### config.mk
export PLATFORM = sky130hd
export DESIGN_NAME = spi_tuning_rx
export DESIGN_NICKNAME = d
export VERILOG_FILES = /design/src/rtl/midisynth_pkg.sv /design/src/rtl/update_fifo.sv /design/src/rtl/spi_tuning_rx.sv
export SDC_FILE = /design/constraint.sdc
export NUM_CORES = 1
export LEC_CHECK = 0
export BUFFER_PORTS_ARGS = -buffer_cell sky130_fd_sc_hd__buf_2
export CAP_MARGIN = 5
export CORE_MARGIN = 1
export CORE_UTILIZATION = 30
export CTS_CLUSTER_SIZE = 16
export DETAILED_ROUTE_END_ITERATION = 10
export MAX_ROUTING_LAYER = met4
export PLACE_DENSITY = 0.56
export SETUP_SLACK_MARGIN = 0.3
export SLEW_MARGIN = 0
export SYNTH_ARGS = -nofsm -noshare
export SYNTH_HDL_FRONTEND = slang
export SYNTH_HIERARCHICAL = 1
export SYNTH_SLANG_ARGS = --single-unit
### constraint.sdc
create_clock -name i_clk -period 3.6 [get_ports i_clk]
set_input_delay 0.36 -clock i_clk [delete_from_list [all_inputs] [get_ports i_clk]]
set_output_delay 0.36 -clock i_clk [all_outputs]
set_load 0.005 [all_outputs]
### src/rtl/midisynth_pkg.sv
// ============================================================================
//  midisynth_pkg
//  Shared widths, pipeline phase codes and receive FSM encoding for the
//  synth control path.
//  Revision: 1.0  initial release
// ============================================================================
`default_nettype none

package midisynth_pkg;

  localparam int FRAME_BITS = 40;
  localparam int VOICE_W    = 8;
  localparam int TUNING_W   = 32;

  localparam logic [1:0] PIPE_READ    = 2'd0;
  localparam logic [1:0] PIPE_COMPUTE = 2'd1;
  localparam logic [1:0] PIPE_UPDATE  = 2'd2;

  // Bit counter saturates one past a legal frame so over-long frames stay distinguishable.
  localparam int          CNT_W   = 6;
  localparam logic [CNT_W-1:0] CNT_FULL = 6'd40;
  localparam logic [CNT_W-1:0] CNT_SAT  = 6'd41;

  typedef enum logic [1:0] {
    ST_WAIT_IDLE = 2'd0,
    ST_IDLE      = 2'd1,
    ST_SHIFT     = 2'd2,
    ST_COMMIT    = 2'd3
  } rx_state_e;

  typedef struct packed {
    logic [VOICE_W-1:0]  voice;
    logic [TUNING_W-1:0] code;
  } tuning_upd_t;

  function automatic logic [CNT_W-1:0] cnt_step(input logic [CNT_W-1:0] cnt);
    return (cnt == CNT_SAT) ? cnt : cnt + 6'd1;
  endfunction

endpackage

`default_nettype wire

### src/rtl/update_fifo.sv
// ============================================================================
//  update_fifo
//  Synchronous FIFO for tuning updates; pointers carry an extra wrap bit.
//  Revision: 1.0  initial release
// ============================================================================
`default_nettype none

module update_fifo #(
  parameter int WIDTH = 40,
  parameter int DEPTH = 4
) (
  input  logic             i_clk,
  input  logic             i_reset,
  input  logic             i_push,
  input  logic             i_pop,
  input  logic [WIDTH-1:0] i_din,
  output logic [WIDTH-1:0] o_dout,
  output logic             o_full,
  output logic             o_empty
);

  localparam int AW = (DEPTH > 1) ? $clog2(DEPTH) : 1;
  localparam logic [AW:0] PTR_ONE = {{AW{1'b0}}, 1'b1};

  logic [WIDTH-1:0] mem_q [DEPTH];
  logic [AW:0]      wr_ptr_q, wr_ptr_d;
  logic [AW:0]      rd_ptr_q, rd_ptr_d;
  logic             do_push;
  logic             do_pop;

  assign o_empty = (wr_ptr_q == rd_ptr_q);
  assign o_full  = (wr_ptr_q[AW] != rd_ptr_q[AW]) &&
                   (wr_ptr_q[AW-1:0] == rd_ptr_q[AW-1:0]);
  assign o_dout  = mem_q[rd_ptr_q[AW-1:0]];

  // A pop in the same cycle frees the slot the push lands in, so full+pop still accepts.
  assign do_pop  = i_pop && !o_empty;
  assign do_push = i_push && (!o_full || i_pop);

  always_comb begin
    wr_ptr_d = wr_ptr_q;
    rd_ptr_d = rd_ptr_q;
    if (do_push) wr_ptr_d = wr_ptr_q + PTR_ONE;
    if (do_pop)  rd_ptr_d = rd_ptr_q + PTR_ONE;
  end

  always_ff @(posedge i_clk) begin
    if (i_reset) begin
      wr_ptr_q <= '0;
      rd_ptr_q <= '0;
    end else begin
      wr_ptr_q <= wr_ptr_d;
      rd_ptr_q <= rd_ptr_d;
    end
  end

  always_ff @(posedge i_clk) begin
    if (do_push) mem_q[wr_ptr_q[AW-1:0]] <= i_din;
  end

endmodule

`default_nettype wire

### src/rtl/spi_tuning_rx.sv
// ============================================================================
//  spi_tuning_rx
//  SPI mode-0 slave deframing 40-bit voice tuning updates, buffered and
//  released to the DDS as one strobe per voice pipeline round.
//  Revision: 1.0  initial release
// ============================================================================
`default_nettype none

module spi_tuning_rx
  import midisynth_pkg::*;
#(
  parameter int FIFO_DEPTH  = 4,
  parameter int SYNC_STAGES = 2
) (
  input  logic                i_clk,
  input  logic                i_reset,
  input  logic                i_sclk,
  input  logic                i_mosi,
  input  logic                i_cs_n,
  input  logic [1:0]          i_pipeline_state,
  output logic                o_SPI_flag,
  output logic [TUNING_W-1:0] o_SPI_tuning_code,
  output logic [VOICE_W-1:0]  o_SPI_voice_index,
  output logic                o_frame_err,
  output logic                o_overflow
);

  // Lane order inside each synchronizer stage: {cs_n, mosi, sclk}.
  logic [2:0] sync_q [SYNC_STAGES];
  logic [2:0] sync_prev_q;
  logic [2:0] sync_now;

  logic sclk_rise;
  logic cs_s;
  logic cs_fall;
  logic cs_rise;
  logic mosi_s;

  rx_state_e state_q, state_d;

  logic [FRAME_BITS-1:0] shift_q, shift_d;
  logic [CNT_W-1:0]      cnt_q, cnt_d;

  logic start_frame;
  logic shift_en;
  logic frame_ok;
  logic frame_bad;

  logic        fifo_push;
  logic        fifo_pop;
  logic        fifo_full;
  logic        fifo_empty;
  logic        drop_full;
  tuning_upd_t fifo_head;
  logic [FRAME_BITS-1:0] fifo_dout;

  logic                flag_q;
  logic                err_q;
  logic                ovf_q;
  logic [TUNING_W-1:0] code_q;
  logic [VOICE_W-1:0]  voice_q;

  // Synchronizers reset low so a chip select held low across reset never looks like an edge.
  always_ff @(posedge i_clk) begin
    if (i_reset) begin
      for (int i = 0; i < SYNC_STAGES; i++) sync_q[i] <= 3'b000;
      sync_prev_q <= 3'b000;
    end else begin
      sync_q[0] <= {i_cs_n, i_mosi, i_sclk};
      for (int i = 1; i < SYNC_STAGES; i++) sync_q[i] <= sync_q[i-1];
      sync_prev_q <= sync_q[SYNC_STAGES-1];
    end
  end

  assign sync_now  = sync_q[SYNC_STAGES-1];
  assign sclk_rise = sync_now[0] && !sync_prev_q[0];
  assign mosi_s    = sync_now[1];
  assign cs_s      = sync_now[2];
  assign cs_fall   = !sync_now[2] && sync_prev_q[2];
  assign cs_rise   = sync_now[2] && !sync_prev_q[2];

  always_ff @(posedge i_clk) begin
    if (i_reset) state_q <= ST_WAIT_IDLE;
    else         state_q <= state_d;
  end

  always_comb begin
    state_d = state_q;
    unique case (state_q)
      ST_WAIT_IDLE: if (cs_s)    state_d = ST_IDLE;
      ST_IDLE:      if (cs_fall) state_d = ST_SHIFT;
      ST_SHIFT:     if (cs_rise) state_d = ST_COMMIT;
      ST_COMMIT:                 state_d = ST_IDLE;
      default:                   state_d = ST_WAIT_IDLE;
    endcase
  end

  always_comb begin
    start_frame = 1'b0;
    shift_en    = 1'b0;
    frame_ok    = 1'b0;
    frame_bad   = 1'b0;
    unique case (state_q)
      ST_IDLE:   start_frame = cs_fall;
      ST_SHIFT:  shift_en    = sclk_rise;
      ST_COMMIT: begin
        frame_ok  = (cnt_q == CNT_FULL);
        frame_bad = (cnt_q != CNT_FULL);
      end
      default: ;
    endcase
  end

  always_comb begin
    shift_d = shift_q;
    cnt_d   = cnt_q;
    if (start_frame) begin
      shift_d = '0;
      cnt_d   = '0;
    end else if (shift_en) begin
      shift_d = {shift_q[FRAME_BITS-2:0], mosi_s};
      cnt_d   = cnt_step(cnt_q);
    end
  end

  always_ff @(posedge i_clk) begin
    if (i_reset) begin
      shift_q <= '0;
      cnt_q   <= '0;
    end else begin
      shift_q <= shift_d;
      cnt_q   <= cnt_d;
    end
  end

  assign fifo_pop  = (i_pipeline_state == PIPE_READ) && !fifo_empty;
  assign fifo_push = frame_ok && (!fifo_full || fifo_pop);
  assign drop_full = frame_ok && fifo_full && !fifo_pop;
  assign fifo_head = fifo_dout;

  update_fifo #(
    .WIDTH (FRAME_BITS),
    .DEPTH (FIFO_DEPTH)
  ) u_fifo (
    .i_clk   (i_clk),
    .i_reset (i_reset),
    .i_push  (fifo_push),
    .i_pop   (fifo_pop),
    .i_din   (shift_q),
    .o_dout  (fifo_dout),
    .o_full  (fifo_full),
    .o_empty (fifo_empty)
  );

  always_ff @(posedge i_clk) begin
    if (i_reset) begin
      flag_q  <= 1'b0;
      err_q   <= 1'b0;
      ovf_q   <= 1'b0;
      code_q  <= '0;
      voice_q <= '0;
    end else begin
      flag_q <= fifo_pop;
      err_q  <= frame_bad;
      ovf_q  <= drop_full;
      if (fifo_pop) begin
        code_q  <= fifo_head.code;
        voice_q <= fifo_head.voice;
      end
    end
  end

  assign o_SPI_flag        = flag_q;
  assign o_SPI_tuning_code = code_q;
  assign o_SPI_voice_index = voice_q;
  assign o_frame_err       = err_q;
  assign o_overflow        = ovf_q;

endmodule

`default_nettype wire
After elaboration in Yosys (flattened, before gate mapping)
Memories as Yosys holds them, arrays and structs flattened. A register that Yosys moved wholly into a read port is not among the register bits.
Index checks and enable logic that the tools add are counted.

word-level totals
  register bits after elaboration = 60
  latch bits = 0
  RAM bits = 166
  ROM bits = 0
  input port bits = 7
  output and inout port bits = 43
  logic and storage cells = 67
  memories = 2

memory list
  memory        words  width  read ports  clocked after Yosys merged registers in  write ports  line                 RTL
  u_fifo.mem_q  4      40     1           1                                        1            update_fifo.sv:25    logic [WIDTH-1:0] mem_q [DEPTH];
  sync_q        2      3      2           0                                        2            spi_tuning_rx.sv:29  logic [2:0] sync_q [SYNC_STAGES];

cells by class
  add/subtract/negate cells = 3
  multiply operators = 0
  divide/modulo/power cells = 0
  magnitude comparators = 0
  eq/ne operators = 12
  shift-type cells = 0
  multiplexer cells = 14
  bitwise logic cells = 4
  reduce and logical (&&, ||, !) cells = 23

operator list
  operator               number
  $eq A6 B6 Y1 const B   2
  $logic_and A1 B1 Y1    10
  $mux W1                8
  $pmux W2 S4            1
  $add A3 B1 Y3 const B  2
  $add A6 B1 Y6 const B  1
  $logic_not A1 Y1       6
  $mux W2                3
  $mux W3                2
  $ne A2 B2 Y1 const B   3
  $ne A6 B6 Y1 const B   1
  $eq A2 B2 Y1 const B   2
  $logic_not A2 Y1       2
  $reduce_or A2 Y1       2
  $eq A3 B3 Y1           1
  $reduce_and A3 Y1      1
  $eq A2 B1 Y1 const B   1
  $eq A2 B2 Y1           1
  $not A1 Y1             2
  $or A1 B1 Y1           2
  $reduce_and A2 Y1      1
  $logic_or A1 B1 Y1     1
  $ne A1 B1 Y1           1

Longest topological paths before layout
Gate-level depths: netlist of the first run.

  depth in word-level cells = 8
  mapped depth = 10
  depth with buffers taken out = 9

Modules after synthesis
The synthesis of the first run kept the hierarchy.

modules (own cells, without submodules)
  module         times used  cells each  area an instance (um^2)  sequential area each (um^2)
  update_fifo    1           264         6,303.5                  4,964.8
  spi_tuning_rx  1           432         3,588.4                  1,981.9

Worst setup path after synthesis of the first run
Ideal clock, no wire load.

  kind = register to register
  from = reg u_fifo.wr_ptr_q[1]
  to = reg u_fifo.wr_ptr_q[2]
  library setup time = 0.127 ns
  data arrival time = 3.072 ns
  required time = 3.473 ns
  path slack = 0.401 ns
  cell stages (with the launch flop) = 11
  buffers on the path = 1
  clock period less this slack = 3.199 ns
  path through = dfxtp_1 > xnor2_2 > nand2_1 > nor2_1 > or3_1 > buf_6 > nand2_1 > and3_1 > nand2_1 > a41oi_2 > mux2_1

between the ends
  word-level cells in the longest chain between the ends = 6
  elaborated cells on any way between the ends = 10
  classes of those cells = 1 x add/sub; 2 x eq/ne; 7 x reduce/logical

ends and longest elaborated chain
  what                    line                  RTL
  start, declared         update_fifo.sv:26     logic [AW:0] wr_ptr_q, wr_ptr_d;
  start signal, assigned  update_fifo.sv:52     wr_ptr_q <= wr_ptr_d;
  $eq A3 B3 Y1            update_fifo.sv:31     assign o_empty = (wr_ptr_q == rd_ptr_q);
  net fifo_empty          spi_tuning_rx.sv:52   logic fifo_empty;
  $logic_not A1 Y1        spi_tuning_rx.sv:136  assign fifo_pop = (i_pipeline_state == PIPE_READ) && !fifo_empty;
  $logic_and A1 B1 Y1     spi_tuning_rx.sv:136
  $logic_or A1 B1 Y1      spi_tuning_rx.sv:137  assign fifo_push = frame_ok && (!fifo_full || fifo_pop);
  $logic_and A1 B1 Y1     spi_tuning_rx.sv:137
  net fifo_push           spi_tuning_rx.sv:49   logic fifo_push;
  $logic_and A1 B1 Y1     update_fifo.sv:38     assign do_push = i_push && (!o_full || i_pop);

The timed path passes the listed nets, and every way through them passes these cells.
A chain may end at the register's enable or synchronous reset.

Worst setup path in the final report of the first run
  from = reg u_fifo.rd_ptr_q[2]
  to = mem u_fifo.mem_q[2][13] (enable)

between the ends
  word-level cells in the longest chain between the ends = 8
  elaborated cells on any way between the ends = 11
  classes of those cells = 2 x eq/ne; 2 x mux; 7 x reduce/logical

ends and longest elaborated chain
  what                             line                                     RTL
  start, declared                  update_fifo.sv:27                        logic [AW:0] rd_ptr_q, rd_ptr_d;
  start signal, assigned           update_fifo.sv:53                        rd_ptr_q <= rd_ptr_d;
  $eq A3 B3 Y1 *                   update_fifo.sv:31
  net fifo_empty                   spi_tuning_rx.sv:52
  $logic_not A1 Y1 *               spi_tuning_rx.sv:136
  $logic_and A1 B1 Y1 *            spi_tuning_rx.sv:136
  $logic_or A1 B1 Y1 *             update_fifo.sv:38, spi_tuning_rx.sv:137
  $logic_and A1 B1 Y1              spi_tuning_rx.sv:137
  $logic_and A1 B1 Y1 *            update_fifo.sv:38
  $mux W1 *                        update_fifo.sv:58                        if (do_push) mem_q[wr_ptr_q[AW-1:0]] <= i_din;
  $mux W1 (not written as such) *  update_fifo.sv:58
  end, declared                    update_fifo.sv:25

Mark *: on every way through the listed nets, which the timed path passes. The rest lies on a longest branch.

==> run summary, run 1 <==
Hold Path Class - in2reg
Final Hold Fails - 0
Worst r2r dst - u_fifo/mem_q[2][13]
Initial drt markers - 260
DRT Wirelength - 18,700 um
Max-cap violations - 0
Detail Route Antenna Nets - 0
Hold slack - 0.0462 ns
Rows - 66
Chip width - 184 um
Die ar. - 33,700 um^2
Minimum clock period - 2.85 ns
Simple-Gate Fraction of Synth Area - 9.35%
Initial antenna violation count - 0
Largest family of logic cells by synthesized area - multiplexers
HPWL Detailed - 10,800 um
Synthesized instance count - 696
Clock Latency Late Sink - 0.54 ns
Power Dens Cells - 534 nW/um^2
Via density - 4.40
CTS Buf Count - 28
First-pass GRT wire length - 30,000 um
# IOs - 50
Seq/Total Area, Yosys - 70.2%
Clk root buf - clkbuf_16
Max Slew Vio Count - 0
First drt pass iteration count - 5
Yosys cell types - 39
EDFF count, synth - 160
Compound-Gate Fraction of Synth Area - 5.10%
Total global routing overflow - 0
Ys flop type - edfxtp_1
YS warnings - 6
Hold depth - 2
TritonCTS clock tree - built
Pre-CTS setup slack - 0.375 ns
Mux contribution to synthesized area - 10.1%
Final setup viols - 0
Port Buf Inserts - 49
Relative slew slack - 25.2%
TNS Setup - 0 ns
Fmax - 351 MHz
Chip height - 184 um
Clock sink total - 267
Worst R2R Setup Slack - 0.75 ns
Adder-Cell Fraction of Synth Area - 1.64%
Synthesized Nets - 716
DRC - 0
Number of global-route vias before repair - 5,560
Net switching power - 1260 uW
Leak - 0.00382 uW
Worst Path Required - 3.81 ns
Status - finished, final reports clean
Skew final - 0.0114 ns
Net Sw Frac - 20.4%
Most area-consuming cells after synthesis - edfxtp_1, dfxtp_1, mux4_2
Worst-Margin Slew - 1.12 ns
XOR/XNOR share of the synthesized area - 0.936%
Worst Hold Endpoint - sync_q[0][2]
Worst setup margin - 0.753 ns
Worst Setup End Kind - register
Area Growth Syn to Fin - 16.6%
Critical Path AT - 3.06 ns
H-tree levels - 1
Worst-path clk slew - 0.06 ns
Starting Density - 30.5%
Max FO, Critical Path - 43
Crit Path Category - reg2reg
Internal power - 4900 uW
DP Cell Count - 1,159
Final Non-Filler Cells - 1,211
HP Start - i_cs_n
Total GRT Usage - 11.7%
RSZ-0062 raised after global routing - no
Cell depth of the worst flop-to-flop path - 8
Largest net degree at the start of global routing - 68
CTS max path bufs - 3
Global placement routability congestion - 0.665
Synth area leader - edfxtp_1
Layout cells sized above 1 - 20.8%
Comb power frac - 2.6%
Syn_area_per_cell - 14.2 um^2
N_diodes - 0
Post-Syn Area - 9890 um^2
Synth top area share - 48.6%
Via count - 5,326
Post-synth ARST share - 0%
Nets - 767
Wire per inst - 15.4 um
Clock share of power - 44.7%
CP Launch Type - register
Post-synthesis register bit count - 267
Peak supply drop - 357 uV
Hold buffers post-CTS - 0
Part of the power in registers - 52.7%
Period utilization - 79.1%
R2r startpoint - u_fifo/rd_ptr_q[2]
Core area - 32,500 um^2
-- registers in the layout, indices dropped and copies added (netlist names), named ones only --
register,count
u_fifo/mem_q,160
shift_q,40
o_SPI_tuning_code,32
o_SPI_voice_index,8
cnt_q,6
sync_q,6
u_fifo/rd_ptr_q,3
u_fifo/wr_ptr_q,3
state_q,2
sync_prev_q,2
o_SPI_flag,1
o_frame_err,1
o_overflow,1
-- critical path: stages (launching register included) --
cell and delay (ns):
dfxtp_1 0.44, xor2_2 0.27, nor2_1 0.08, or3_4 0.49
inv_8 0.26, inv_1 0.16, a41oi_2 0.30, and2_2 0.23
buf_12 0.26
-- final cells by class --
| class | count | area [um^2] |
|---|---|---|
| clock buffer | 34 | 743 |
| clock inverter | 18 | 149 |
| fill | 3110 | 20900 |
| inverter | 10 | 45.0 |
| multi-input combinational | 380 | 2710 |
| sequential | 267 | 6950 |
| tap | 442 | 553 |
| timing repair buffer | 60 | 390 |
-- routing by layer --
layer  up-vias  global-route usage [%]  share of wire [%]  routed length, um
li1       2595                       -                  -                  -
met1      2623                    13.9                 44               8150
met2        85                    20.3                 50               9390
met3        23                    2.16                4.8                893
met4         0                    3.27                1.4                264
met5         -                       -                  0                  0
-- cell usage after synthesis, types with 4 or more instances --
library cell,instances
dfxtp_1,107
inv_1,9
ha_1,13
mux2i_1,4
nor2b_1,12
clkbuf_1,15
and2_1,4
edfxtp_1,160
buf_4,4
buf_6,5
a21oi_1,82
mux4_2,40
nand2b_1,7
nor2_1,16
buf_2,15
nand2_1,168
-- placed cells by master, fill, tap and decap left out, types with 2 or more instances in the layout --
cell type / instances
inv_1: 9
clkbuf_1: 4
mux2i_1: 4
a211o_1: 2
nand2_1: 168
clkinv_1: 5
mux2_1: 3
xnor2_1: 2
and2_2: 3
nand3b_1: 2
edfxtp_1: 160
nand4_1: 3
dfxtp_2: 2
ha_1: 13
nor2_1: 16
a21oi_1: 82
dfxtp_1: 105
buf_4: 6
nand2b_1: 7
bufinv_16: 2
clkbuf_16: 28
and3_1: 2
clkinv_2: 9
buf_12: 5
nor2b_1: 12
mux4_2: 40
clkbuf_8: 2
xor2_1: 3
buf_2: 49
xnor2_2: 2
-- kinds of logic (layout without fill, tap and decap cells) --
kind of cell / after synthesis / in the layout
simple gates: 219 / 219
fa+ha+maj: 13 / 13
xor+xnor: 8 / 8
mux: 49 / 49
flops: 267 / 267
compound gates: 91 / 91
buf+inv: 49 / 122
-- metrics by stage --
stage	total power, uW	utilization [%]	area [um^2]
3_3_place_gp	3470	32.8	10600
4_1_cts	6250	35.5	11500
6_report	6150	35.5	11500
2_1_floorplan	3430	-	9890
5_1_grt	6390	35.5	11500
3_5_place_dp	3470	32.8	10600
-- worst max path at each step --
stage / start / to / slack [ns] / depth (start not counted)
after CTS: u_fifo/wr_ptr_q[0] / u_fifo/mem_q[1][7] / 0.37 / 9
after global routing: u_fifo/rd_ptr_q[2] / u_fifo/mem_q[1][4] / 0.53 / 8
after global placement: u_fifo/wr_ptr_q[1] / u_fifo/mem_q[2][15] / 0.43 / 9
after detailed placement: u_fifo/wr_ptr_q[1] / u_fifo/mem_q[1][15] / 0.38 / 9
after floorplan: u_fifo/wr_ptr_q[1] / u_fifo/wr_ptr_q[2] / 0.40 / 10
final: u_fifo/rd_ptr_q[2] / u_fifo/mem_q[2][13] / 0.75 / 8
-- what timing repair did --
action | in CTS | in global routing
endpoints found under the setup margin | 0 | 120
gates resized for setup | 0 | 2
setup buffers | 0 | 0
-- power by group through the flow --
stage	Clock [uW]	Sequential (uW)	Combinational (uW)
floorplan	0	3310	121
global placement	0	3310	165
detailed placement	0	3310	165
CTS	2840	3240	166
global route	2960	3240	184
finish	2750	3240	162
Power figures use the tool's default switching activity.
==> run 2: changes to the inputs <==
- ABC_AREA: not set -> 1
- PLACE_DENSITY: 0.56 -> 0.57
- clock period: 3.6 -> 2.48 ns (I/O delays scaled with it)
==> run summary, run 2 <==
# IOs - 50
EDFF count, synth - 160
Max Slew Vio Count - 0
Chip width - 185 um
Via count - 6,755
Power Dens Cells - 723 nW/um^2
Hold depth - 2
Largest net degree at the start of global routing - 49
Syn_area_per_cell - 10.9 um^2
Leak - 0.00484 uW
Worst r2r dst - u_fifo/mem_q[1][36]
Fmax - 455 MHz
Final Hold Fails - 0
DRT Wirelength - 22,800 um
Die ar. - 34,200 um^2
Worst Hold Endpoint - sync_q[0][2]
Layout cells sized above 1 - 17.6%
Post-synth top cells - nor2_1, edfxtp_1, nand2_1
Rows - 66
Initial antenna violation count - 0
Cell depth of the worst flop-to-flop path - 15
Total global routing overflow - 0
Ys flop type - edfxtp_1
Skew final - 0.0149 ns
Via density - 4.61
Worst R2R Setup Slack - 0.28 ns
Worst Setup End Kind - register
Peak supply drop - 537 uV
Synth area leader - edfxtp_1
Area Growth Syn to Fin - 21.4%
Most area-consuming cells after synthesis - edfxtp_1, dfxtp_1, nor2_1
Hold Path Class - in2reg
Crit Path Category - reg2reg
First-pass GRT wire length - 34,400 um
Status - finished, final reports clean
Clock Latency Late Sink - 0.54 ns
Max-cap violations - 0
Minimum clock period - 2.20 ns
HPWL Detailed - 12,500 um
TritonCTS clock tree - built
First drt pass iteration count - 5
Worst-Margin Slew - 0.840 ns
Chip height - 185 um
Synthesized instance count - 920
Post-Syn Area - 10,000 um^2
Core area - 32,700 um^2
Wire per inst - 15.6 um
Critical Path AT - 2.45 ns
Fill cells - 3,294
Worst-path clk slew - 0.06 ns
Number of global-route vias before repair - 6,436
Clk root buf - clkbuf_16
Worst Path Required - 2.73 ns
RSZ-0062 raised after global routing - yes
Starting Density - 30.7%
H-tree levels - 1
CTS max path bufs - 3
Synth top area share - 47.8%
CP Launch Type - register
Initial drt markers - 408
Seq/Total Area, Yosys - 69.1%
Nets - 1,020
Worst setup margin - 0.282 ns
N_diodes - 0
Detail Route Antenna Nets - 0
Pre-CTS setup slack - 0.263 ns
Port Buf Inserts - 49
Yosys cell types - 33
R2r startpoint - u_fifo/wr_ptr_q[2]
TNS Setup - 0 ns
CTS Buf Count - 29
Max FO, Critical Path - 5
Commonest non-fill, non-tap cell in the layout - nor2_1
Relative slew slack - 43.8%
Max reg flops - 160
Post-layout utilization of the core - 37.3%
Period utilization - 88.6%
DRC - 0
HP Start - i_reset
YS warnings - 6
Global placement routability congestion - 0.750
Final setup viols - 0
Most frequent cells in the layout - nor2_1, edfxtp_1, o21ai_0
Synthesized Nets - 940
Post-synth ARST share - 0%
Cell with the most instances after synthesis - nor2_1
Total GRT Usage - 13.1%
Clock sink total - 267
Post-synthesis register bit count - 267
## run 2: worst max-delay path by stage
stage / start / to / slack, ns / depth (start not counted)
final: u_fifo/wr_ptr_q[2] / u_fifo/mem_q[1][36] / 0.28 / 15
after detailed placement: u_fifo/wr_ptr_q[2] / u_fifo/mem_q[0][16] / 0.26 / 14
after global placement: u_fifo/rd_ptr_q[2] / u_fifo/mem_q[0][17] / 0.34 / 14
after global routing: u_fifo/rd_ptr_q[1] / u_fifo/mem_q[1][35] / 0.16 / 14
after CTS: u_fifo/wr_ptr_q[2] / u_fifo/mem_q[3][22] / 0.31 / 14
after floorplan: u_fifo/wr_ptr_q[2] / u_fifo/mem_q[0][0] / 0.12 / 13
## run 2: final cells by class
| type | count | area, um^2 | area share, % |
|---|---|---|---|
| Sequential cell | 267 | 6960 | 57.1 |
| Clock inverter | 15 | 93.8 | 0.769 |
| Timing Repair Buffer | 101 | 878 | 7.20 |
| Inverter | 39 | 149 | 1.22 |
| Multi-Input combinational cell | 562 | 2780 | 22.8 |
| Tap cell | 442 | 553 | 4.53 |
| Clock buffer | 38 | 779 | 6.39 |
## run 2: per-layer routing
metal | wire [um] | vias to the layer above | part of all wire [%] | track usage [%]
li1 | - | 3329 | - | -
met1 | 10300 | 3255 | 45 | 16.4
met2 | 11100 | 132 | 48 | 22.2
met4 | 530 | 0 | 2.3 | 3.27
met3 | 909 | 39 | 4.0 | 2.01
met5 | 0 | - | 0 | -
## run 2: metrics by stage
stage | hold slack (ns) | instance area (um^2) | power (uW) | cells
2_1_floorplan | 0.310 | 10100 | 4910 | 920
3_3_place_gp | 0.393 | 10900 | 4960 | 1381
3_5_place_dp | 0.395 | 10900 | 4960 | 1381
4_1_cts | 0.0521 | 11800 | 8910 | 1437
5_1_grt | 0.0765 | 12200 | 9110 | 1464
6_report | 0.0691 | 12200 | 8820 | 1464
## run 2: worst max-delay path, cell delays in order (launching register included)
cell and delay, ns:
dfxtp_2 0.34, inv_2 0.06, nand2_2 0.04, nand2_2 0.07, inv_2 0.05, nand3_4 0.09, inv_2 0.05, nor3_4 0.23
inv_2 0.08, nand2_4 0.08, nand2_4 0.05, nor2_4 0.13, nand2_4 0.12, nor2_4 0.19, buf_12 0.16, clkbuf_16 0.16
## run 2: cell families after synthesis
group / synth area share, %
simple gates: 13.4
flops: 69.1
compound gates: 11.4
xor+xnor: 0.424
buf+inv: 4.02
fa+ha+maj: 1.62
## run 2: what timing repair did
action | 4_1_cts | 5_1_grt
pin swaps | 0 | 8
endpoints found under the setup margin | 18 | 160
hold buffers | 3 | 0
cloned | 0 | 11
hold endpoints to repair | 3 | 0
buffers inserted | 0 | 16
gates resized for setup | 1 | 18
## run 2: power by group
| part | leakage (uW) | switching, uW | internal [uW] |
|---|---|---|---|
| registers | 0.00262 | 14.3 | 4670 |
| logic | 0.00180 | 129 | 60.7 |
| clock network | 0.000431 | 1650 | 2300 |
